## src/rtl/mips_pkg.sv

```systemverilog
// Shared MIPS core definitions: datapath width, PC increment, fetch-queue entry.
package mips_pkg;
  localparam int          DATA_W  = 32;
  localparam logic [31:0] PC_STEP = 32'd4;

  typedef struct packed {
    logic [DATA_W-1:0] pc;
    logic [DATA_W-1:0] instr;
  } fetch_entry_t;
endpackage

```

## src/rtl/fetch_fifo.sv

```systemverilog
// Prefetch queue: synchronous FIFO with flush, head output and occupancy count.
module fetch_fifo #(
  parameter int DEPTH = 4,
  parameter int W     = 64
) (
  input  logic                       i_clk,
  input  logic                       i_rst_n,
  input  logic                       i_push,
  input  logic                       i_pop,
  input  logic                       i_flush,
  input  logic [W-1:0]               i_din,
  output logic [W-1:0]               o_head,
  output logic [$clog2(DEPTH):0]     o_count
);
  localparam int AW = $clog2(DEPTH);
  localparam logic [AW:0] C_FULL = (AW+1)'(DEPTH);

  logic [W-1:0]  r_mem [DEPTH];
  logic [AW-1:0] r_rd;
  logic [AW-1:0] r_wr;
  logic [AW:0]   r_cnt;
  logic          w_do_pop;
  logic          w_do_push;

  assign w_do_pop  = i_pop & (r_cnt != '0);
  // A full queue can still accept a push when the head leaves in the same cycle.
  assign w_do_push = i_push & ((r_cnt != C_FULL) | w_do_pop);

  always_ff @(posedge i_clk or negedge i_rst_n) begin
    if (!i_rst_n) begin
      r_mem <= '{default: '0};
      r_rd  <= '0;
      r_wr  <= '0;
      r_cnt <= '0;
    end else if (i_flush) begin
      r_rd  <= '0;
      r_wr  <= '0;
      r_cnt <= '0;
    end else begin
      if (w_do_push) begin
        r_mem[r_wr] <= i_din;
        r_wr        <= r_wr + 1'b1;
      end
      if (w_do_pop)
        r_rd <= r_rd + 1'b1;
      if (w_do_push && !w_do_pop)
        r_cnt <= r_cnt + 1'b1;
      else if (w_do_pop && !w_do_push)
        r_cnt <= r_cnt - 1'b1;
    end
  end

  assign o_head  = r_mem[r_rd];
  assign o_count = r_cnt;
endmodule

```

## src/rtl/fetch_unit.sv

```systemverilog
// Instruction fetch front end: fetch PC, memory requests, prefetch queue, redirect flush.
module fetch_unit
  import mips_pkg::*;
#(
  parameter logic [31:0] RESET_PC = 32'h0000_0000,
  parameter int          DEPTH    = 4
) (
  input  logic        i_clk,
  input  logic        i_rst_n,
  output logic        o_imem_req,
  output logic [31:0] o_imem_addr,
  input  logic [31:0] i_imem_rdata,
  input  logic        i_redirect,
  input  logic [31:0] i_redirect_pc,
  output logic        o_valid,
  output logic [31:0] o_instr,
  output logic [31:0] o_instr_pc,
  input  logic        i_ready
);
  localparam int AW = $clog2(DEPTH);
  localparam int EW = $bits(fetch_entry_t);
  localparam logic [AW+1:0] C_DEPTH = (AW+2)'(DEPTH);

  logic [31:0]   r_fpc;
  logic [31:0]   r_req_addr;
  logic          r_inflight;
  logic          r_kill;
  logic          r_started;

  logic [AW:0]   w_count;
  logic [AW+1:0] w_occ;
  logic          w_req;
  logic          w_push;
  logic          w_pop;
  logic [EW-1:0] w_din;
  logic [EW-1:0] w_head_bits;
  fetch_entry_t  w_head;

  // Credit check: queued entries plus the one in flight must leave room.
  assign w_occ  = {1'b0, w_count} + {{(AW+1){1'b0}}, r_inflight};
  assign w_req  = r_started & ~i_redirect & (w_occ < C_DEPTH);
  assign w_push = r_inflight & ~r_kill;
  assign w_pop  = o_valid & i_ready;
  assign w_din  = {r_req_addr, i_imem_rdata};

  always_ff @(posedge i_clk or negedge i_rst_n) begin
    if (!i_rst_n) begin
      r_fpc      <= RESET_PC;
      r_req_addr <= '0;
      r_inflight <= 1'b0;
      r_kill     <= 1'b0;
      r_started  <= 1'b0;
    end else begin
      r_started <= 1'b1;
      if (i_redirect) begin
        r_fpc      <= {i_redirect_pc[31:2], 2'b00};
        r_kill     <= r_inflight;
        r_inflight <= 1'b0;
      end else begin
        r_kill     <= 1'b0;
        r_inflight <= w_req;
        if (w_req) begin
          r_fpc      <= r_fpc + PC_STEP;
          r_req_addr <= r_fpc;
        end
      end
    end
  end

  fetch_fifo #(
    .DEPTH (DEPTH),
    .W     (EW)
  ) u_fifo (
    .i_clk   (i_clk),
    .i_rst_n (i_rst_n),
    .i_push  (w_push),
    .i_pop   (w_pop),
    .i_flush (i_redirect),
    .i_din   (w_din),
    .o_head  (w_head_bits),
    .o_count (w_count)
  );

  assign w_head      = w_head_bits;
  assign o_valid     = (w_count != '0);
  assign o_instr     = w_head.instr;
  assign o_instr_pc  = w_head.pc;
  assign o_imem_req  = w_req;
  assign o_imem_addr = r_fpc;
endmodule

```

## config.mk

```make
export PLATFORM = sky130hd
export DESIGN_NAME = fetch_unit
export DESIGN_NICKNAME = d
export VERILOG_FILES = /design/src/rtl/mips_pkg.sv /design/src/rtl/fetch_fifo.sv /design/src/rtl/fetch_unit.sv
export SDC_FILE = /design/constraint.sdc
export NUM_CORES = 1
export LEC_CHECK = 0
export CAP_MARGIN = 5
export CORE_MARGIN = 1.5
export CORE_UTILIZATION = 51
export CTS_CLUSTER_DIAMETER = 120
export CTS_CLUSTER_SIZE = 16
export DETAILED_ROUTE_END_ITERATION = 10
export GPL_ROUTABILITY_DRIVEN = 0
export PLACE_DENSITY = 0.74
export SLEW_MARGIN = 20
export SYNTH_ARGS = -nofsm -noshare
export SYNTH_HDL_FRONTEND = slang
export SYNTH_SLANG_ARGS = --single-unit
export TNS_END_PERCENT = 5
```

## constraint.sdc

```tcl
create_clock -name i_clk -period 2.1 [get_ports i_clk]
set_clock_uncertainty 0.2 [all_clocks]
set_input_delay 0.315 -clock i_clk [delete_from_list [all_inputs] [get_ports i_clk]]
set_output_delay 0.315 -clock i_clk [all_outputs]
set_load 0.03 [all_outputs]
```

==> flow_summary.yaml <==
synth:
  async_reset_ff_share_pct: 100
  netlist_area_um2: 14200
  avgSynthCellArea_um2: 14.1
  synthFlopType: "dfrtp_1"
  syn_inst: 1008
  synth_compound_area_share_pct: 3.25
  yosysMostFrequentCell: "dfrtp_1"
  ys_ff_latch: 318
  synthAdderAreaFrac_pct: 0.582
  synth_top_cell_by_area: "dfrtp_1"
  synth_top_family_by_area: "multiplexers"
  synthTopCellsByArea: "dfrtp_1 56%, mux2_2 20%, mux4_2 9.8%, nand2_1 3.1%, buf_2 1.3%"
  synth_xor_area_share_pct: 0.432
  synthTopCellsByCount: "318 x dfrtp_1, 249 x mux2_2, 119 x nand2_1"
  synth_edf_count: 0
  muxShareOfSynthArea_pct: 29.8
  synth_top_cell_area_share_pct: 56.1
  ys_warn_count: 0
  synth-simple-area-share_pct: 7.28
  synth_seq_area_share_pct: 56.1
  ys_types: 51
routing:
  ant_nets: 0
  via_count: 9188
  firstDrtPassIters: 5
  viasPerCell: 5.76
  drc: 0
  first_iter_violations: 543
  wl_per_cell_um: 20.2
  wl_mm: 32.2
global_routing:
  grt_max_degree: 64
  overflow: 0
  antenna_found_initial: 0
  grt_pass1_wl_mm: 51.8
  grt_usage_pct: 22.9
  first_global_vias: 9435
placed_design:
  dpl_cell_area_um2: 16800
  hpwlAfterDp_mm: 21.4
  place_ws_ns: -0.482
  io_buffers: 159
flow_run:
  maxCapViolCount: 0
setup_path:
  rr_worst_depth: 7
  r2r-end: "u_fifo.o_count[2]"
  crit_required_ns: 1.58
  startpoint_type: "flop"
  r2r_slack_ns: -0.11
  crit_type: "reg -> out"
  cp.arrival_ns: 2.09
  timing.rr.start: "u_fifo.o_count[0]"
  crit_path_max_fanout: 7
  cp-startpoint: "u_fifo.r_rd[0]"
  critPathCaptureType: "output port"
sta:
  holdWs_ns: 0.100
  fin_ws_ns: -0.509
  final_hold_viol_count: 0
  rsz0062_at_grt: "yes"
  setup_viol: 66
  tns_ns: -28.07
  fin_crit_ns: 2.61
  slew_violations: 0
  fmax_mhz: 383
  min_period_over_period_pct: 124
power:
  report.power.total_mw: 22.3
  cellLeakagePower_nw: 8.05
  max-vdd-ir-drop_mv: 0.685
  power-per-cell-area_nw_per_um2: 1260
run_status:
  violations: "setup timing"
  outcome: "finished with violations"
clocking:
  clk_latency_ns: 0.52
  cts-root-buf: "clkbuf_16"
  cts_tree: "built"
  clockBufferDepth: 3
  cts_max_level: 1
  cts_buffers: 23
  cts.sinks: 318
  clk_pin_slew_ns: 0.07
layout:
  drive_gt1_share_pct: 42.4
  final_cell_area_um2: 17600
  n_antenna_cell: 0
  syn2layout_area_growth_pct: 24.4
  num-nets-final: 1294
  n_fill_cell: 2019
floorplanning:
  io_pins: 166
  die_w_um: 170
  dieArea_um2: 28800
  fp-row-count: 60
  coreArea_um2: 27100
  initial_utilization_pct: 52.4
  die_y_um: 170
hold_path:
  hold_class: "in -> async"
layer usage:
layer  vias to the layer above  GRT usage (%)  routed length, um
li1                       4068              -                  -
met1                      4821           32.5              14500
met2                       251           37.3              15400
met3                        48           3.29               1560
met4                         0           6.08                739
met5                         -              0                  0
kinds of logic after synthesis:
| group | Yosys count |
|---|---|
| muxes | 314 |
| AOI/OAI and AO/OA | 68 |
| and+or+nand+nor | 216 |
| adders and majority gates | 6 |
| xor gates and xnor gates | 7 |
| other | 2 |
| DFF | 318 |
| buffers and inverters | 77 |
final cells by class:
type | instances | area (um2) | share of cell area [%]
Multi-Input combinational cell | 616 | 5960 | 33.8
Tap cell | 372 | 465 | 2.64
Inverter | 8 | 32.5 | 0.184
Timing Repair Buffer | 253 | 2620 | 14.8
Sequential cell | 318 | 7970 | 45.2
Clock buffer | 28 | 604 | 3.42
how the worst max path moves through the flow:
stage	end	slack, ns	cells after the start
finish	o_instr_pc[30]	-0.51	5
global route	o_instr[22]	-0.57	3
CTS	o_instr_pc[23]	-0.53	4
detailed placement	u_fifo.o_count[2]	-0.48	8
global placement	u_fifo.o_count[2]	-0.46	8
floorplan	u_fifo.o_count[1]	-0.09	6
registers in the layout, indices dropped and copies added, names as in the netlist:
signal,cells
u_fifo.r_mem,248
o_imem_addr,30
r_req_addr,30
u_fifo.o_count,3
u_fifo.r_rd,2
u_fifo.r_wr,2
r_inflight,1
r_kill,1
r_started,1
timing repair:
item	in CTS	in global routing
setup buffers	0	2
pin swaps	0	1
hold buffers	2	0
cloned	0	2
setup endpoints to repair	261	217
gates resized for setup	166	9
endpoints found under the hold margin	323	0
power breakdown:
group / switching, mW / internal (mW) / leakage, nW
Sequential: 1.08 / 7.76 / 4.16
Combinational: 4.73 / 4.73 / 3.60
Clock: 1.99 / 2.00 / 0.295
Total: 7.80 / 14.5 / 8.05
stage by stage:
step | util [%] | instances
global placement | 61.9 | 1561
floorplan | - | 1011
finish | 65.1 | 1595
CTS | 64.7 | 1591
detailed placement | 61.9 | 1561
global route | 65.1 | 1595
layout by cell type (no fill, tap or decap), types with 5 or more instances in the layout:
master           instances
o311ai_0                 5
mux4_2                  62
buf_4                   73
clkdlybuf4s15_2         33
and3_1                   6
buf_12                  20
dlygate4sd2_1           30
mux2_2                 249
conb_1                   5
nor3_1                   5
ha_1                     5
nor3b_1                  5
clkdlybuf4s50_1         63
nor2_1                  16
clkbuf_16               25
nand3_1                 17
inv_1                    7
buf_6                   28
o21ai_0                 21
nand4_1                 11
dfrtp_2                  7
nand2_1                119
dfrtp_1                310
a21oi_1                 11
a221o_1                  9
worst max-delay path, cell delays in order (launching register included):
cell	delay [ns]
dfrtp_4	0.53
buf_4	0.16
buf_12	0.13
buf_12	0.14
mux4_2	0.46
buf_6	0.16
No activity file was read; power rests on OpenSTA's default activity.
==> RTL change 1: new RTL, config.mk and constraints unchanged <==
Reset style: synchronous (`i_rst_n`), changed in 2 clocked blocks.
--- a/src/rtl/fetch_fifo.sv
+++ b/src/rtl/fetch_fifo.sv
@@ -28,3 +28,3 @@
 
-  always_ff @(posedge i_clk or negedge i_rst_n) begin
+  always_ff @(posedge i_clk) begin
     if (!i_rst_n) begin
--- a/src/rtl/fetch_unit.sv
+++ b/src/rtl/fetch_unit.sv
@@ -45,3 +45,3 @@
 
-  always_ff @(posedge i_clk or negedge i_rst_n) begin
+  always_ff @(posedge i_clk) begin
     if (!i_rst_n) begin
Check against the original RTL: differs if i_rst_n is asserted again (counterexample within 4 cycles, from zero or initial values and one cycle with i_rst_n low); with i_rst_n held inactive, the same outputs for 4 cycles.
==> RTL change 1 against the unedited design <==
  * The run still ends with setup timing left
  * Count of clock-buffer cells in the layout down 2
  * Synthesized cell count is 55% higher
  * Cell count increased by 30%
  * Area after synthesis decreased by 6.8%
  * Setup slack better by 0.087 ns
  * Routed wire length rose by 13%
  * Final area shrank 4.8%
  * Sequential cell count stayed put
  * Non-clock buffer count increased by 18
  * Utilization is 1.2 points higher
Power is not compared: it rests on default switching activity, and its combinational part moved more than twofold at a synthesized area within 25%.
==> RTL change 1: results (changes against the unedited design) <==
The number of cell instances on the worst register-to-register path came out at 8 (was 7). The tools report the wire length reported by the detailed router as 36.5 mm (was 32.2 mm). The sequential fraction of the synthesis area was 48.2% (was 56.1%); the number of nets in the final layout was 1,818 (was 1,294). The logs give 16,000 um2 (was 16,800 um2) for the placed standard-cell area and 1,567 (was 1,008) for the number of instances in the synthesized netlist. Type of the tightest min-delay check: in2reg (was in2async). The data arrival at the endpoint of the critical path was 2.01 ns (was 2.09 ns). The run finished, with violations left. Setup slack of the critical path after layout: -0.422 ns (was -0.509 ns). Cell types occupying the most area after synthesis: sky130_fd_sc_hd__dfxtp_1 (48%), sky130_fd_sc_hd__nand2_1 (17%), sky130_fd_sc_hd__a21oi_1 (11%), sky130_fd_sc_hd__mux4_2 (11%), sky130_fd_sc_hd__clkbuf_1 (2.1%) (was sky130_fd_sc_hd__dfrtp_1 (56%), sky130_fd_sc_hd__mux2_2 (20%), sky130_fd_sc_hd__mux4_2 (9.8%), sky130_fd_sc_hd__nand2_1 (3.1%), sky130_fd_sc_hd__buf_2 (1.3%)). The wire length of the first global-routing pass came out at 58.1 mm (was 51.8 mm). The run gives 15.5 mm (was 14.5 mm) as the met1 layer wirelength in the final routing.

The number of DRC markers after the initial detailed-route iteration was 1,196 (was 543). The run gives 2,045 (was 1,561) as the count of placed standard cells including taps. The share of synthesized cell area in full adder, half adder and majority cells was 0.719% (was 0.582%). The logs give 50 (was 51) for the distinct cell type count of the synthesized netlist and 11,600 (was 9,435) for the number of global-route vias before repair. Number of setup violations in the final report: 65 (was 66). The fraction of synthesis flops using an asynchronous set or reset pin is 0% (was 100%). The logs give 23.9 mm (was 21.4 mm) for the detailed placement HPWL and 26,900 um2 (was 28,800 um2) for the die area. Violated checks: setup timing (unchanged). The area fraction in compound gates after synthesis came out at 13.7% (was 3.25%). Most numerous cell types in the synthesized netlist: sky130_fd_sc_hd__nand2_1 (594), sky130_fd_sc_hd__dfxtp_1 (318), sky130_fd_sc_hd__a21oi_1 (296) (was sky130_fd_sc_hd__dfrtp_1 (318), sky130_fd_sc_hd__mux2_2 (249), sky130_fd_sc_hd__nand2_1 (119)). For the number of hold buffers added after cts, the log shows 0 (was 2).

The quantity of gates resized following cts was 160 (was 166). The number of filler instances in the final layout came out at 2,054 (was 2,019).
## RTL change 1: per-layer routing
layer / GRT usage (%) / up-vias
li1: - / 5643
met1: 35.7 / 5647
met2: 46.7 / 475
met3: 3.26 / 46
met4: 7.56 / 0
met5: 0 / -
## RTL change 1: path summary, 6_finish.rpt
path | startpoint | to | slack, ns
max reg2reg | u_fifo.o_count[0] | u_fifo.o_count[2] | -0.14
max | u_fifo.r_rd[0] | o_instr[23] | -0.42
min | i_redirect_pc[22] | o_imem_addr[22] | 0.16
min reg2reg | u_fifo.r_mem[90] | u_fifo.r_mem[90] | 0.25
## RTL change 1: area by class of cell
class	count	area, um2	area share (%)
clock buffers	26	597	3.55
inverters	9	41.3	0.246
multi-input cells	1120	6380	38.0
flip-flops and latches	318	6390	38.0
well taps	330	413	2.46
repair buffers	271	2970	17.7
==> RTL change 2: new RTL, same settings <==
Made on the original files. `DEPTH` is set to 4 in 2 places; all go to 2.
--- a/src/rtl/fetch_fifo.sv
+++ b/src/rtl/fetch_fifo.sv
@@ -2,3 +2,3 @@
 module fetch_fifo #(
-  parameter int DEPTH = 4,
+  parameter int DEPTH = 2,
   parameter int W     = 64
--- a/src/rtl/fetch_unit.sv
+++ b/src/rtl/fetch_unit.sv
@@ -5,3 +5,3 @@
   parameter logic [31:0] RESET_PC = 32'h0000_0000,
-  parameter int          DEPTH    = 4
+  parameter int          DEPTH    = 2
 ) (
Formal check against the unedited RTL: not equivalent (a bounded check fails within 4 cycles, from zero or initial values and one cycle with i_rst_n low).
==> RTL change 2 against the unedited design <==
  * Critical path depth is 1 lower
  * Global-route usage increased by 1.7 points
  * Clock power fell by 24%
  * Setup slack improved by 0.35 ns
  * The flow still finishes with violations (setup timing)
  * Sequential share of layout area decreased by 4.1 points
  * Area after synthesis decreased by 39%
  * Power decreased by 46%
  * Final area down 34%
  * Sequential cell count down 127
  * Hold slack gained 0.088 ns
  * Routed wire length down 33%
==> RTL change 2: results (changes against the unedited design) <==
The run gives 6,606 (was 9,435) as the number of global-route vias before repair. The worst hold-check slack came out at 0.188 ns (was 0.100 ns). For the number of nets in the final layout, the log shows 945 (was 1,294). Most numerous cell types in the synthesized netlist: sky130_fd_sc_hd__mux2_2 (213), sky130_fd_sc_hd__dfrtp_1 (191), sky130_fd_sc_hd__nand2_1 (25) (was sky130_fd_sc_hd__dfrtp_1 (318), sky130_fd_sc_hd__mux2_2 (249), sky130_fd_sc_hd__nand2_1 (119)). The type of the tightest min-delay check was in2reg (was in2async).

Number of flip-flops in the largest register: 124 (was 248). The logs give 4 (was 1) for the CTS H-tree depth and 21.7 mm (was 32.2 mm) for the wire length reported by the detailed router. Cell types occupying the most area after synthesis: sky130_fd_sc_hd__dfrtp_1 (55%), sky130_fd_sc_hd__mux2_2 (28%), sky130_fd_sc_hd__nand4_1 (1.3%), sky130_fd_sc_hd__nand3_1 (1.2%), sky130_fd_sc_hd__o31ai_1 (1.2%) (was sky130_fd_sc_hd__dfrtp_1 (56%), sky130_fd_sc_hd__mux2_2 (20%), sky130_fd_sc_hd__mux4_2 (9.8%), sky130_fd_sc_hd__nand2_1 (3.1%), sky130_fd_sc_hd__buf_2 (1.3%)). The share of cell area taken by multi-input logic gates was 32.4% (was 33.8%); the clock latency reported for the late side of the worst-skew pair was 0.43 ns (was 0.52 ns). The wire length of the first global-routing pass was 34.2 mm (was 51.8 mm). Xor-xnor portion of the synthesized cell area: 0.706% (was 0.432%). Highest-delay cell along the critical path: sky130_fd_sc_hd__dfrtp_2 (was sky130_fd_sc_hd__dfrtp_4). The number of non-clock inverters is 5 (was 8), and the number of multi-input logic gates is 427 (was 616). The number of clock buffers inserted by TritonCTS is 17 (was 23). The maximum number of pins on one net before global-route repair is 59 (was 64), and the area fraction in compound gates after synthesis is 4.50% (was 3.25%). Share of final layout cell area taken by clock buffers and inverters: 4.76% (was 3.42%).

The launching point of the worst reg2reg path is u_fifo.o_count[1] (was u_fifo.o_count[0]). The share of synthesized cell area in full adder, half adder and majority cells was 0.144% (was 0.582%). The logs give 0.05 ns (was -0.11 ns) for the register-to-register path setup slack and 1 (was 2) for the number of hold buffers added after cts. Distinct cell type count of the synthesized netlist: 45 (was 51).

The leakage power figure is 5.05 nW (was 8.05 nW). Number of buffers inserted to repair setup after CTS: 3 (was 0). The number of filler instances in the final layout was 1,207 (was 2,019).

The run finished, with violations left. The sum of negative setup slack is -4.38 ns (was -28.07 ns). The number of DRC markers after the initial detailed-route iteration is 426 (was 543), and the total global-route track usage is 24.6% (was 22.9%). The worst slack at placement is -0.297 ns (was -0.482 ns), and the number of clock buffers in the layout is 19 (was 28). The number of cell instances on the worst register-to-register path was 5 (was 7); the setup slack of the critical path after layout was -0.155 ns (was -0.509 ns). Violated checks: setup timing (unchanged). The number of signal-net buffers in the layout was 234 (was 253). The maximum vdd drop came out at 0.574 mV (was 0.685 mV). The number of setup violations in the final report was 63 (was 66); the buffer share of cell area was 19.2% (was 14.8%). The share of synthesized area spent on multiplexers works out to 28.1% (was 29.8%).
==> RTL change 2: cell types whose count changed in the layout (fill, tap and decap cells not counted), sizes merged, moves of 7 or more <==
cell,delta
a21oi,-8
a221o,-9
clkdlybuf4s15,-18
dfrtp,-127
mux2,-33
mux4,-62
nand2,-94
nand4,+8
o21ai,-7
o31ai,+14
or4,+7
==> RTL change 2: routing by layer <==
layer | part of all wire [%] | track usage [%]
met1 | 43 | 32.7
met2 | 49 | 41.2
met3 | 6.4 | 4.83
met4 | 1.2 | 7.00
met5 | 0 | 0
==> RTL change 2: power by group <==
group          internal, W  leakage, nW  switching (W)
logic              0.00186         2.48        0.00201
clock network      0.00160        0.264        0.00145
registers          0.00460         2.30       0.000541
total              0.00806         5.05        0.00400
==> RTL change 2: logic make-up after synthesis <==
logic type	after synthesis
adder cells (fa/ha/maj)	1
buffers and inverters	46
multiplexers	217
other	2
flip-flops	191
AO/OA/AOI/OAI	58
XOR/XNOR	7
AND/OR/NAND/NOR	139
==> RTL change 2: how the worst max path moves through the flow <==
stage	start	to	slack [ns]	depth (start not counted)
6_report	u_fifo.r_rd	o_instr[8]	-0.15	4
5_1_grt	u_fifo.r_rd	o_instr_pc[3]	-0.19	5
4_1_cts	u_fifo.r_rd	o_instr[30]	-0.25	4
3_5_place_dp	i_ready	u_fifo.r_mem[67]	-0.30	6
3_3_place_gp	i_ready	u_fifo.r_mem[116]	-0.25	6
2_1_floorplan	o_imem_addr[15]	o_imem_addr[23]	-0.04	5
==> RTL change 2: stage by stage <==
step                instance area, um2  std cells  total power (W)
finish                           11600       1109           0.0121
CTS                              11700       1105           0.0122
global route                     11600       1109           0.0126
global placement                 11000       1068          0.00902
detailed placement               11000       1068          0.00920
floorplan                         8700        664          0.00754
